### config.mk
export PLATFORM = sky130hd
export DESIGN_NAME = uart_rx_ctrl_flat
export DESIGN_NICKNAME = d
export VERILOG_FILES = /design/src/rtl/uart_rx_ctrl_if.sv /design/src/rtl/uart_rx_ctrl.sv /design/src/flat_wrapper.sv
export SDC_FILE = /design/constraint.sdc
export NUM_CORES = 1
export LEC_CHECK = 0
export ABC_AREA = 1
export CAP_MARGIN = 20
export CORE_ASPECT_RATIO = 1.2
export CORE_UTILIZATION = 35
export DETAILED_ROUTE_END_ITERATION = 6
export SYNTH_ARGS = -nofsm -noshare
export SYNTH_HDL_FRONTEND = slang
export SYNTH_SLANG_ARGS = --single-unit
### constraint.sdc
create_clock -name clk -period 1.8 [get_ports clk]
set_clock_uncertainty 0.1 [all_clocks]
set_input_delay 0.18 -clock clk [delete_from_list [all_inputs] [get_ports clk]]
set_output_delay 0.18 -clock clk [all_outputs]
set_load 0.01 [all_outputs]
### src/rtl/uart_rx_ctrl_if.sv
// Signal bundle between the UART receive controller, its shift register and the host consumer.
// master: controller side; slave: shift register / consumer side.
interface uart_rx_ctrl_if;
    logic       serial_in;
    logic [7:0] packet_data;
    logic       stop_bit;
    logic       data_read;
    logic       shift_strobe;
    logic [7:0] rx_data;
    logic       data_ready;
    logic       overrun_error;
    logic       framing_error;
    logic       rx_busy;

    modport master (
        input  serial_in, packet_data, stop_bit, data_read,
        output shift_strobe, rx_data, data_ready, overrun_error, framing_error, rx_busy
    );

    modport slave (
        output serial_in, packet_data, stop_bit, data_read,
        input  shift_strobe, rx_data, data_ready, overrun_error, framing_error, rx_busy
    );
endinterface

### src/rtl/uart_rx_ctrl.sv
// UART receive control: start-bit detection, mid-bit shift strobes for a 9-bit
// shift register, stop-bit check and host-side byte buffer with status flags.
module uart_rx_ctrl #(
    parameter int BIT_PERIOD = 10
) (
    input  logic           clk,
    input  logic           n_rst,
    uart_rx_ctrl_if.master bus
);
    localparam int HALF_PERIOD = BIT_PERIOD / 2;
    localparam int CNT_W       = $clog2(BIT_PERIOD);

    typedef enum logic [1:0] {IDLE, START_CHK, RX_BITS, CHECK} state_t;

    state_t           state_q, state_d;
    logic             sync1_q, sync1_d;
    logic             sync_q, sync_d;
    logic             prev_q, prev_d;
    logic [CNT_W-1:0] cnt_q, cnt_d;
    logic [3:0]       bit_cnt_q, bit_cnt_d;
    logic [7:0]       rx_data_q, rx_data_d;
    logic             data_ready_q, data_ready_d;
    logic             overrun_q, overrun_d;
    logic             framing_q, framing_d;
    logic             start_edge;
    logic             strobe;

    assign start_edge = prev_q & ~sync_q;

    always_ff @(posedge clk or negedge n_rst) begin
        if (!n_rst) begin
            state_q      <= IDLE;
            sync1_q      <= 1'b1;
            sync_q       <= 1'b1;
            prev_q       <= 1'b1;
            cnt_q        <= '0;
            bit_cnt_q    <= '0;
            rx_data_q    <= '0;
            data_ready_q <= 1'b0;
            overrun_q    <= 1'b0;
            framing_q    <= 1'b0;
        end else begin
            state_q      <= state_d;
            sync1_q      <= sync1_d;
            sync_q       <= sync_d;
            prev_q       <= prev_d;
            cnt_q        <= cnt_d;
            bit_cnt_q    <= bit_cnt_d;
            rx_data_q    <= rx_data_d;
            data_ready_q <= data_ready_d;
            overrun_q    <= overrun_d;
            framing_q    <= framing_d;
        end
    end

    always_comb begin
        state_d      = state_q;
        sync1_d      = bus.serial_in;
        sync_d       = sync1_q;
        prev_d       = sync_q;
        cnt_d        = cnt_q;
        bit_cnt_d    = bit_cnt_q;
        rx_data_d    = rx_data_q;
        data_ready_d = data_ready_q;
        overrun_d    = overrun_q;
        framing_d    = framing_q;
        strobe       = 1'b0;

        // A load in CHECK takes priority over a coincident consumer acknowledge.
        if (bus.data_read && state_q != CHECK) begin
            data_ready_d = 1'b0;
            overrun_d    = 1'b0;
        end

        case (state_q)
            IDLE: begin
                if (start_edge) begin
                    state_d = START_CHK;
                    cnt_d   = '0;
                end
            end
            START_CHK: begin
                if (cnt_q == CNT_W'(HALF_PERIOD - 1)) begin
                    if (sync_q) begin
                        state_d = IDLE;
                    end else begin
                        framing_d = 1'b0;
                        cnt_d     = '0;
                        bit_cnt_d = '0;
                        state_d   = RX_BITS;
                    end
                end else begin
                    cnt_d = cnt_q + CNT_W'(1);
                end
            end
            RX_BITS: begin
                if (cnt_q == CNT_W'(BIT_PERIOD - 1)) begin
                    strobe    = 1'b1;
                    cnt_d     = '0;
                    bit_cnt_d = bit_cnt_q + 4'd1;
                    if (bit_cnt_q == 4'd8) begin
                        state_d = CHECK;
                    end
                end else begin
                    cnt_d = cnt_q + CNT_W'(1);
                end
            end
            CHECK: begin
                state_d = IDLE;
                if (bus.stop_bit) begin
                    rx_data_d    = bus.packet_data;
                    data_ready_d = 1'b1;
                    if (data_ready_q && !bus.data_read) begin
                        overrun_d = 1'b1;
                    end
                end else begin
                    framing_d = 1'b1;
                end
            end
            default: state_d = IDLE;
        endcase
    end

    assign bus.shift_strobe  = strobe;
    assign bus.rx_data       = rx_data_q;
    assign bus.data_ready    = data_ready_q;
    assign bus.overrun_error = overrun_q;
    assign bus.framing_error = framing_q;
    assign bus.rx_busy       = (state_q != IDLE);
endmodule
### src/flat_wrapper.sv
// flat-port wrapper written by rule: the top's interface ports become plain ports
module uart_rx_ctrl_flat 
#(
    parameter int BIT_PERIOD = 10
)
  (clk, n_rst, bus_serial_in, bus_packet_data, bus_stop_bit, bus_data_read, bus_shift_strobe, bus_rx_data, bus_data_ready, bus_overrun_error, bus_framing_error, bus_rx_busy);
  uart_rx_ctrl_if bus_i ();
  input  logic clk;
  input  logic n_rst;
  input wire logic [$bits(bus_i.serial_in)-1:0] bus_serial_in;
  input wire logic [$bits(bus_i.packet_data)-1:0] bus_packet_data;
  input wire logic [$bits(bus_i.stop_bit)-1:0] bus_stop_bit;
  input wire logic [$bits(bus_i.data_read)-1:0] bus_data_read;
  output wire logic [$bits(bus_i.shift_strobe)-1:0] bus_shift_strobe;
  output wire logic [$bits(bus_i.rx_data)-1:0] bus_rx_data;
  output wire logic [$bits(bus_i.data_ready)-1:0] bus_data_ready;
  output wire logic [$bits(bus_i.overrun_error)-1:0] bus_overrun_error;
  output wire logic [$bits(bus_i.framing_error)-1:0] bus_framing_error;
  output wire logic [$bits(bus_i.rx_busy)-1:0] bus_rx_busy;
  assign bus_i.serial_in = bus_serial_in;
  assign bus_i.packet_data = bus_packet_data;
  assign bus_i.stop_bit = bus_stop_bit;
  assign bus_i.data_read = bus_data_read;
  assign bus_shift_strobe = bus_i.shift_strobe;
  assign bus_rx_data = bus_i.rx_data;
  assign bus_data_ready = bus_i.data_ready;
  assign bus_overrun_error = bus_i.overrun_error;
  assign bus_framing_error = bus_i.framing_error;
  assign bus_rx_busy = bus_i.rx_busy;
  uart_rx_ctrl #(.BIT_PERIOD(BIT_PERIOD)) u_core (.clk(clk), .n_rst(n_rst), .bus(bus_i));
endmodule
==> impl_metrics.toml, run 1 <==
[yosys]
synth_edf_count = 0
syn_avg_cell_area_sq_um = 9.618
synth.most_common_cell = "nand2_1"
yosysWarnings = 0
yosys-top-cells-count = "34 x nand2_1, 21 x dfrtp_1, 16 x inv_1"
synth_top_area_share_pct = 41.71
synth_top_flop_cell = "dfrtp_1"
syn_area_sq_um = 1260
yosys-top-cells-area = "dfrtp_1 42%, nand2_1 10%, ha_1 8.9%"
synth_seq_cells = 24
synth_cell_types = 26
synth_top_area_cell = "dfrtp_1"
syn_nets = 153
yosysSeqAreaShare_pct = 47.96
async_flop_share_pct = 100.0
syn_inst = 131

[job]
cap_violations = 0

[setup_path]
slowest_stage = "dfrtp_1"
critPathArrivalTime_ps = 1370
crit_required_ps = 1520
startpoint_type = "flip-flop"
crit_chain = "buf_4 -> ha_1 -> inv_1 -> nor2_1 -> dlygate4sd2_1"
path_max_fanout = 3
path_buf_inv = 3
critPathKind = "reg2out"
crit_family = "buffers and inverters"
critPathMaxStageDelay_ps = 380
cp-end-kind = "output port"

[floorplanning]
die-area_sq_um = 3845
start_util_pct = 37.10
die_w_microns = 56.77
num_rows = 23
ios = 26
coreArea_sq_um = 3396
die_height_microns = 67.73

[placement]
gp_congestion = 0.7939
pre_cts_ws_ps = 134.3
hpwl_microns = 1827
port_buffers = 25

[clocking]
cts_root_buffer = "clkbuf_8"
clk_latency_ps = 260
ctsHtreeMaxLevel = 1
cts_buffers = 3
cts_hold_buffers = 0
clk_path_buf_depth = 2
cts_tree = "built"
clk_pin_slew_ps = 80
cts.sinks = 24

[final_layout]
final_nets = 190
regArea_sq_um = 605.6
multi_input_area_sq_um = 576.8
drive_gt1_share_pct = 17.37
syn2layout_area_growth_pct = 31.68
antenna_cells = 0
fillers = 327

[pwr]
p_int_uw = 1454
power_switching_share_pct = 38.52
seqPwrFrac_pct = 33.8
p_comb_share_pct = 52.6
power-per-cell-area_nw_per_um2 = 1426
power.switching_uw = 911.2
clockPowerShare_pct = 13.6
peakVddDrop_mv = 0.5502
p_leak_uw = 0.0008084

[route]
dr_total_vias = 973
routedWlPerCell_microns = 12.01
via_per_inst = 4.770
routed_wl_microns = 2451
drcViolationCount = 0
drtAntennaViolNets = 0
first_pass_iters = 4
drt_first_iter_violations = 22

[timing]
hold_viol = 0
setup_ws_ps = 154.2
timing.fmax_mhz = 607.6
maxSlewHeadroom_pct = 79.20
setup_tns_ps = 0
period_minus_slack_ps = 1646
drv_slew = 0
setup_viol = 0
tightest_slew_ps = 312.0
rsz0062_at_grt = "false"
final.period_utilization_pct = 91.43

[global_routing]
grt_max_degree = 25
grtUsageTotal_pct = 14.79
antenna_found_initial = 0
overflow = 0
grt_pass1_wl_microns = 4353
grt_pass1_vias = 1034

[hold_path]
hold_class = "in2async"

[outcome]
status = "complete, no violations"
[cell type report]
type | count | area share [%]
tap | 37 | 2.790
multi-input combinational | 87 | 34.77
inverter | 19 | 4.449
timing repair buffer | 33 | 18.78
sequential | 24 | 36.50
clock buffer | 4 | 2.715
[cell usage in the layout (no fill, tap or decap), drive strengths merged]
cell type,synthesis,layout
xor2,1,1
nand4,4,4
a21boi,1,1
clkbuf,0,4
buf,1,8
ha,9,9
nand2,38,38
nor2,6,6
o21ai,9,9
dfrtp,21,21
xnor2,1,1
mux2,8,8
dfstp,3,3
dlygate4sd2,0,1
clkdlybuf4s50,0,23
o21a,1,1
dlymetal6s2s,0,1
nand3,8,8
nand3b,1,1
inv,19,19
[kinds of logic (layout without fill, tap and decap cells)]
kind of cell	count (synthesis)	in the layout	share of synthesized area [%]
mux	8	8	7.150
simple gates	57	57	23.24
flops	24	24	47.96
buf+inv	20	56	6.257
compound gates	11	11	5.064
fa+ha+maj	9	9	8.938
xor+xnor	2	2	1.391
[state kept, by name (all words and copies together) (netlist names), named ones only]
signal and count:
u_core.prev_q 1, u_core.bus.rx_data 8, u_core.cnt_q 4, u_core.bus.overrun_error 1, u_core.bus.data_ready 1, u_core.state_q 1, u_core.prev_d 1, u_core.bit_cnt_q 4
u_core.bus.framing_error 1, u_core.sync1_q 1
[repair_timing]
| item | in CTS | in global routing |
|---|---|---|
| cloned | 0 | 0 |
| buffers inserted | 3 | 0 |
| gates resized for setup | 2 | 1 |
| pin swaps | 0 | 0 |
| endpoints found under the setup margin | 2 | 1 |
[per-stage QoR]
step / utilization, % / hold WS, ps / cell area [sq um] / total power [uW] / instances
after floorplan: - / -215.6 / 1260 / 1545 / 131
after global placement: 46.79 / 250.9 / 1589 / 1982 / 197
after detailed placement: 46.79 / 250.7 / 1589 / 2012 / 197
after CTS: 48.78 / 176.6 / 1657 / 2398 / 204
after global routing: 48.86 / 202.4 / 1659 / 2570 / 204
final: 48.86 / 166.9 / 1659 / 2366 / 204
[worst paths after layout]
| kind | from | end | cells after the start | slack, ps |
|---|---|---|---|---|
| min | n_rst | u_core.bit_cnt_q[3]$_DFFE_PN0P_ | 2 | 170 |
| max | flip-flop | bus_shift_strobe | 5 | 150 |
| min reg2reg | u_core.sync1_q$_DFF_PN1_ | u_core.prev_d$_DFF_PN1_ | 0 | 260 |
| min in group clk | bus_serial_in | u_core.sync1_q$_DFF_PN1_ | 1 | 220 |
| max in group asynchronous | n_rst | u_core.prev_q$_DFF_PN1_ | 2 | 1140 |
| max reg2reg | flip-flop | u_core.bit_cnt_q[3]$_DFFE_PN0P_ | 8 | 170 |
[power groups by stage]
stage	sequential, uW	combinational [uW]	clock (uW)
after global placement	819	1160	0
after floorplan	863	682	0
after global routing	819	1380	365
final	799	1240	322
after CTS	802	1260	341
after detailed placement	830	1180	0
[metal layers]
layer | vias to the layer above | part of all wire (%) | track usage [%]
met3 | 4 | 6.1 | 3.640
met1 | 453 | 43 | 15.93
met5 | - | 0 | 0
met4 | 0 | 1.8 | 8.232
li1 | 488 | - | -
met2 | 28 | 49 | 26.79
Power figures use the tool's default switching activity.
==> run 2: changes to the inputs <==
--- a/config.mk
+++ b/config.mk
@@ -8,8 +8,9 @@
 export ABC_AREA = 1
 export CAP_MARGIN = 20
 export CORE_ASPECT_RATIO = 1.2
-export CORE_UTILIZATION = 35
+export CORE_UTILIZATION = 30
 export DETAILED_ROUTE_END_ITERATION = 6
+export GPL_ROUTABILITY_DRIVEN = 1
 export SYNTH_ARGS = -nofsm -noshare
 export SYNTH_HDL_FRONTEND = slang
 export SYNTH_SLANG_ARGS = --single-unit
==> impl_metrics.toml, run 2 (synthesis results as in run 1) <==
[timing]
setup_viol = 0
setup_ws_ps = 101.8
maxSlewHeadroom_pct = 72.52
rsz0062_at_grt = "false"
drv_slew = 0
period_minus_slack_ps = 1698
hold_viol = 0
timing.fmax_mhz = 588.9
tightest_slew_ps = 411.2
final.period_utilization_pct = 94.34
setup_tns_ps = 0

[setup_path]
slowest_stage = "dfrtp_1"
crit_chain = "buf_4 -> ha_1 -> nand2_1 -> mux2_1"
startpoint_type = "flip-flop"
reg2reg_depth = 4
r2r-start = "u_core.state_q[0]$_DFFE_PN0P_"
critPathKind = "reg2reg"
cp-end-kind = "flip-flop"
rr_endpoint = "u_core.bus.rx_data[3]$_DFFE_PN0P_"
critPathMaxStageDelay_ps = 390
reg2reg_slack_ps = 100
crit_required_ps = 1850
critPathArrivalTime_ps = 1750
path_max_fanout = 10

[final_layout]
layout_commonest_cell = "nand2_1"
antenna_cells = 0
syn2layout_area_growth_pct = 31.78
drive_gt1_share_pct = 15.76
final_cell_mix = "34 x nand2_1, 23 x clkdlybuf4s50_1, 21 x dfrtp_1"
final_nets = 188
largest_reg_flops = 8
fillers = 404
regArea_sq_um = 604.3
multi_input_area_sq_um = 576.8

[route]
via_per_inst = 4.461
met1Wirelength_microns = 1012
routedWlPerCell_microns = 11.12
dr.max_layer_used = "met4"
drt_first_iter_violations = 9
wl_met3_microns = 159
wl_met2_microns = 1225
dr_total_vias = 977
drcViolationCount = 0
routed_wl_microns = 2436
drtAntennaViolNets = 0
first_pass_iters = 4

[placement]
port_buffers = 25
pre_cts_ws_ps = 124.8
gp_congestion = 0.8414
hpwl_microns = 1892

[floorplanning]
coreArea_sq_um = 3973
ios = 26
die_w_microns = 61.16
start_util_pct = 31.72
die-area_sq_um = 4464
die_height_microns = 72.99
num_rows = 25

[pwr]
power_switching_share_pct = 38.64
p_leak_uw = 0.0007932
p_comb_share_pct = 51.8
seqPwrFrac_pct = 34.5
peakVddDrop_mv = 0.5498
power.switching_uw = 902.3
power-per-cell-area_nw_per_um2 = 1407
p_int_uw = 1433
clockPowerShare_pct = 13.7

[clocking]
clk_path_buf_depth = 2
clk_latency_ps = 270
cts_tree = "built"
cts_buffers = 3
cts.sinks = 24
cts_root_buffer = "clkbuf_8"
clk_pin_slew_ps = 80
ctsHtreeMaxLevel = 1

[global_routing]
antenna_found_initial = 0
grt_pass1_vias = 1007
grtUsageTotal_pct = 12.98
overflow = 0
grt_pass1_wl_microns = 4215
grt_max_degree = 25

[outcome]
status = "complete, no violations"

[job]
cap_violations = 0

[hold_path]
hold_class = "in2async"
-- run 2: per-layer routing --
layer,track usage [%],up-vias
li1,-,480
met2,21.38,34
met5,0,-
met3,3.901,5
met1,15.49,458
met4,5.303,0
-- run 2: worst max-delay path by stage --
stage	startpoint	end	depth (start not counted)
3_5_place_dp	u_core.cnt_q[1]$_DFFE_PN0P_	bus_shift_strobe	5
3_3_place_gp	u_core.cnt_q[1]$_DFFE_PN0P_	bus_shift_strobe	5
2_1_floorplan	u_core.state_q[0]$_DFFE_PN0P_	u_core.bus.rx_data[1]$_DFFE_PN0P_	4
4_1_cts	u_core.state_q[0]$_DFFE_PN0P_	u_core.bus.rx_data[0]$_DFFE_PN0P_	4
6_report	u_core.state_q[0]$_DFFE_PN0P_	u_core.bus.rx_data[3]$_DFFE_PN0P_	4
5_1_grt	u_core.state_q[0]$_DFFE_PN0P_	u_core.bus.rx_data[0]$_DFFE_PN0P_	4
-- run 2: power groups by stage --
| stage | Sequential, uW | Combinational, uW | Clock [uW] |
|---|---|---|---|
| global route | 833 | 1340 | 348 |
| detailed placement | 833 | 1170 | 0 |
| CTS | 809 | 1220 | 338 |
| finish | 806 | 1210 | 319 |
| global placement | 822 | 1150 | 0 |
| floorplan | 863 | 682 | 0 |
-- run 2: through the flow --
step / std cells / instance area [sq um] / hold slack [ps] / utilization [%] / total power, uW
6_report: 219 / 1660 / 161.4 / 41.80 / 2335
5_1_grt: 219 / 1660 / 194.1 / 41.80 / 2520
4_1_cts: 219 / 1660 / 165.4 / 41.80 / 2369
3_5_place_dp: 213 / 1603 / 248.7 / 40.35 / 2008
3_3_place_gp: 213 / 1603 / 246.2 / 40.35 / 1969
2_1_floorplan: 131 / 1260 / -215.6 / - / 1545
-- run 2: area by class of cell --
type	instances	share of cell area, %
Multi-Input combinational cell	87	34.74
Sequential cell	24	36.40
Inverter	19	4.446
Timing Repair Buffer	31	17.63
Clock buffer	4	2.713
Tap cell	54	4.069
-- run 2: repair_timing --
item	in CTS	in global routing
hold buffers	0	0
resized for setup	2	0
setup endpoints to repair	2	0
setup buffers	2	0
-- run 2: critical path: cells and delay by family, from the launching register on --
kind                       cells  cell delay [ps]
DFF                            1              390
adders and majority gates      1              240
and+or+nand+nor                1              330
buffers and inverters          1              150
muxes                          1              370
==> run 3: changes to the inputs <==
--- a/config.mk
+++ b/config.mk
@@ -5,9 +5,9 @@
 export SDC_FILE = /design/constraint.sdc
 export NUM_CORES = 1
 export LEC_CHECK = 0
-export ABC_AREA = 1
 export CAP_MARGIN = 20
 export CORE_ASPECT_RATIO = 1.2
+export CORE_MARGIN = 2
 export CORE_UTILIZATION = 30
 export DETAILED_ROUTE_END_ITERATION = 6
 export GPL_ROUTABILITY_DRIVEN = 1
==> impl_metrics.toml, run 3 <==
[outcome]
status = "finished with violations"
violations = "setup timing"

[setup_path]
cp-end-kind = "flip-flop"
critPathArrivalTime_ps = 1950
critPathKind = "reg2reg"
startpoint_type = "flip-flop"
reg2reg_depth = 6
path_max_fanout = 5
crit_chain = "buf_6 -> ha_4 -> or4bb_1 -> nand3b_1 -> a41oi_2 -> a41o_1"
slowest_stage = "or4bb_1"
path_buf_inv = 1
crit_required_ps = 1850
crit_family = "simple AND/OR/NAND/NOR gates"
cp_num_cells = 6
critPathMaxStageDelay_ps = 500

[placement]
hpwl_microns = 1988
post_dp_cell_area_sq_um = 1682
port_buffers = 25
gp_congestion = 0.7857
pre_cts_ws_ps = -19.50
dp_cells = 203

[pwr]
power_uw = 2565
power.switching_uw = 864.5
p_leak_uw = 0.0008109
power_switching_share_pct = 33.71
peakVddDrop_mv = 0.5960
p_comb_share_pct = 55.8
power-per-cell-area_nw_per_um2 = 1371
clockPowerShare_pct = 14.2
p_int_uw = 1700
seqPwrFrac_pct = 30.0

[yosys]
synth_cell_types = 38
synth_top_area_share_pct = 42.47
async_flop_share_pct = 100.0
synth_seq_cells = 24
syn_avg_cell_area_sq_um = 11.25
yosys-top-cells-count = "21 x dfrtp_1, 12 x inv_1, 10 x o21ai_0"
synth_top_area_cell = "dfrtp_1"
yosysSeqAreaShare_pct = 48.84
syn_inst = 110
syn_area_sq_um = 1237
synth_edf_count = 0
yosysWarnings = 0
synth.most_common_cell = "dfrtp_1"
syn_nets = 132
synth_top_flop_cell = "dfrtp_1"
yosys-top-cells-area = "dfrtp_1 42%, ha_1 9.1%, mux2_2 7.3%"

[timing]
setup_viol = 6
rsz0062_at_grt = "true"
timing.fmax_mhz = 525.7
hold_viol = 0
period_minus_slack_ps = 1902
worst_hold_slack_ps = 175.2
drv_slew = 0
tightest_slew_ps = 354.6
setup_ws_ps = -102.1
final.period_utilization_pct = 105.7
maxSlewHeadroom_pct = 76.11

[final_layout]
layout_commonest_cell = "clkdlybuf4s50_1"
fin_cells = 213
final_nets = 182
final_cell_mix = "23 x clkdlybuf4s50_1, 21 x dfrtp_1, 20 x buf_4"
syn2layout_area_growth_pct = 51.16
multi_input_area_sq_um = 673.1
largest_reg_flops = 8
drive_gt1_share_pct = 34.59
stdcell_area_sq_um = 1871
fillers = 398
antenna_cells = 0
regArea_sq_um = 604.3

[floorplanning]
die_w_microns = 62.63
die-area_sq_um = 4657
start_util_pct = 31.40
num_rows = 25
die_height_microns = 74.36
coreArea_sq_um = 3941
ios = 26

[job]
cap_violations = 0

[route]
via_per_inst = 4.817
drcViolationCount = 0
drtAntennaViolNets = 0
drt_first_iter_violations = 23
routedWlPerCell_microns = 13.50
dr_total_vias = 1026
first_pass_iters = 4
routed_wl_microns = 2876

[clocking]
clk_path_buf_depth = 2
ctsHtreeMaxLevel = 1
cts_hold_buffers = 0
cts_root_buffer = "clkbuf_8"
clk_pin_slew_ps = 90
cts.sinks = 24
cts_buffers = 3
clk_latency_ps = 260
cts_tree = "built"

[hold_path]
hold_class = "in2async"

[global_routing]
antenna_found_initial = 0
overflow = 0
grt_pass1_vias = 1098
grt_pass1_wl_microns = 4754
grt_max_degree = 25
grtUsageTotal_pct = 13.14
## run 3: power groups by stage
stage	Combinational (uW)	Sequential (uW)	Clock, uW
5_1_grt	1550	792	398
6_report	1430	770	364
2_1_floorplan	536	836	0
4_1_cts	1310	767	381
3_3_place_gp	1150	774	0
3_5_place_dp	1180	782	0
## run 3: final timing paths
| check | from | to | slack (ps) |
|---|---|---|---|
| max | u_core.state_q[0]$_DFFE_PN0P_ | flip-flop | -100 |
| min | n_rst | u_core.cnt_q[3]$_DFFE_PN0P_ | 180 |
| max reg2reg | u_core.state_q[0]$_DFFE_PN0P_ | flip-flop | -100 |
| min reg2reg | u_core.sync1_q$_DFF_PN1_ | u_core.prev_d$_DFF_PN1_ | 260 |
| max in group asynchronous | n_rst | u_core.prev_q$_DFF_PN1_ | 1130 |
| min in group clk | bus_serial_in | u_core.sync1_q$_DFF_PN1_ | 220 |
## run 3: routing by layer
layer | share of wire, % | GRT usage [%] | routed length, microns
met5 | 0 | 0 | 0
met4 | 0.80 | 5.185 | 23
met3 | 3.6 | 2.421 | 104
met1 | 40 | 14.35 | 1162
met2 | 55 | 25.45 | 1586
## run 3: stage by stage
| stage | util, % | TNS, ps |
|---|---|---|
| after global placement | 42.67 | -1.780 |
| final | 47.46 | -379.6 |
| after CTS | 45.84 | -172.5 |
| after global routing | 47.46 | -889.7 |
| after detailed placement | 42.67 | -43.80 |
| after floorplan | - | -71.34 |
## run 3: what timing repair did
item / CTS / global route
endpoints found under the setup margin: 5 / 8
hold endpoints to repair: 0 / 0
resized for setup: 11 / 12
gates cloned: 0 / 0
buffers inserted: 3 / 3
pin swaps: 9 / 7
## run 3: layout make-up
cell class | count | area share (%)
tap | 54 | 3.612
timing repair buffer | 47 | 22.74
clock buffer | 4 | 2.943
multi-input combinational | 72 | 35.99
sequential | 24 | 32.31
inverter | 12 | 2.408
## run 3: cell families (layout without fill, tap and decap cells)
| kind of cell | count (synthesis) | in the layout | share of synthesized area, % |
|---|---|---|---|
| flip-flops | 24 | 24 | 48.84 |
| XOR/XNOR | 2 | 2 | 1.416 |
| adder cells (fa/ha/maj) | 9 | 9 | 9.100 |
| buffers and inverters | 14 | 63 | 4.347 |
| multiplexers | 10 | 10 | 8.898 |
| AO/OA/AOI/OAI | 23 | 23 | 12.64 |
| AND/OR/NAND/NOR | 28 | 28 | 14.76 |
==> patch (settings of run 3) <==
Reset style: synchronous (`n_rst`), changed in one clocked block.
--- a/src/rtl/uart_rx_ctrl.sv
+++ b/src/rtl/uart_rx_ctrl.sv
@@ -29,3 +29,3 @@
 
-    always_ff @(posedge clk or negedge n_rst) begin
+    always_ff @(posedge clk) begin
         if (!n_rst) begin
Check against the original RTL: differs if n_rst is asserted again (counterexample within 4 cycles, from zero or initial values and one cycle with n_rst low); with n_rst held inactive, the same outputs for 10 cycles.
==> patch against run 3 <==
- sequential cell count did not move
- die area grew 2.6%
- worst setup slack gained 0.13 ns
- synthesized area increased by 2.7%
- routed wire length grew 0.73%
- design area fell by 3.3%
- largest cell class unchanged
- highest routed layer unchanged
Power is not compared: it rests on default switching activity, and its combinational part moved more than twofold at a synthesized area within 25%.
==> patch: results (changes against run 3) <==
- The number of nets in the layout is 202 (+11%).
- The final cell count without fillers is 232 (+8.9%).
- The post-synthesis adder-cell area fraction is 9.84% (+0.74 points).
- After synthesis, the most frequently instantiated cells are sky130_fd_sc_hd__dfxtp_1 (24), sky130_fd_sc_hd__nand2_1 (14), sky130_fd_sc_hd__nand3_1 (14).
- The share of synthesized area spent on multiplexers was 0% (-8.9 points).
- The number of nets produced by synthesis was 162 (+23%).
- The average wire per standard cell is 12.5 µm (-7.5%).
- The total number of vias came to 1,153 (+12%).
- The number of distinct library cell variants in the gate-level netlist after synthesis came to 42 (+11%).
- The critical path arrival is 1.87 ns (-0.08 ns).
- The class of the tightest hold or removal check is reg2reg.
- The highest net fanout along the worst path came to 4 (-1).
- In the synthesized netlist the dominant register cell turns out to be sky130_fd_sc_hd__dfxtp_1.
- The post-synthesis instance total is 139 (+26%).
- The worst setup slack after placement came to -0.0610 ns (-0.0415 ns).
- The share of synthesized area occupied by flip-flops and latches is 37.8% (-11 points).
- The violation count after the first detailed-route iteration is 63 (+170%).
- The share of cells above drive strength 1 is 25.3% (-9.3 points).
- The flow ran to the end, and the final reports show no timing, DRC or antenna violations.
- The largest net degree at the start of global routing is 14 (-44%).
- The proportion of synthesized flip-flops having asynchronous set or reset is 0% (-100 points).
- The number of global-route vias before repair is 1,074 (-2.2%).
- The compound-cell area share of the yosys netlist was 19.4% (+6.8 points).
- The post-synthesis cell type with the largest combined area is sky130_fd_sc_hd__dfxtp_1.
- The total of fill cells in the finished design is 418 (+5.0%).
- For this design, the slowest cell found on the critical path is sky130_fd_sc_hd__nor4b_4.
- The area after detailed placement is 1670 µm² (-0.89%).
- The worst-case reg-to-reg path depth was 7 (+1).
[patch: per-layer routing]
layer	wire length [µm]	GRT usage (%)	vias to the layer above
li1	-	-	575
met1	1240	13.9	542
met2	1450	22.2	32
met3	162	3.25	4
met4	48	5.07	0
met5	0	0	-
[patch: final timing paths]
path | start | end | slack, ns
hold / removal | u_core.sync1_q | u_core.prev_d | 0.32
setup / recovery | u_core.cnt_q[1] | u_core.cnt_q[0] | 0.03
setup reg to reg | u_core.cnt_q[1] | u_core.cnt_q[0] | 0.03
hold reg to reg | u_core.sync1_q | u_core.prev_d | 0.32
[patch: repair_timing]
item,CTS,global route
setup endpoints to repair,10,9
hold buffers,0,0
pin swaps,2,6
hold endpoints to repair,0,0
gates resized for setup,12,10
buffers inserted,0,2
[patch: final cells by class]
class	instances	area share, %
inverters	10	2.21
repair buffers	39	19.6
well taps	54	3.74
flip-flops and latches	24	26.9
multi-input cells	101	44.6
clock buffers	4	3.04
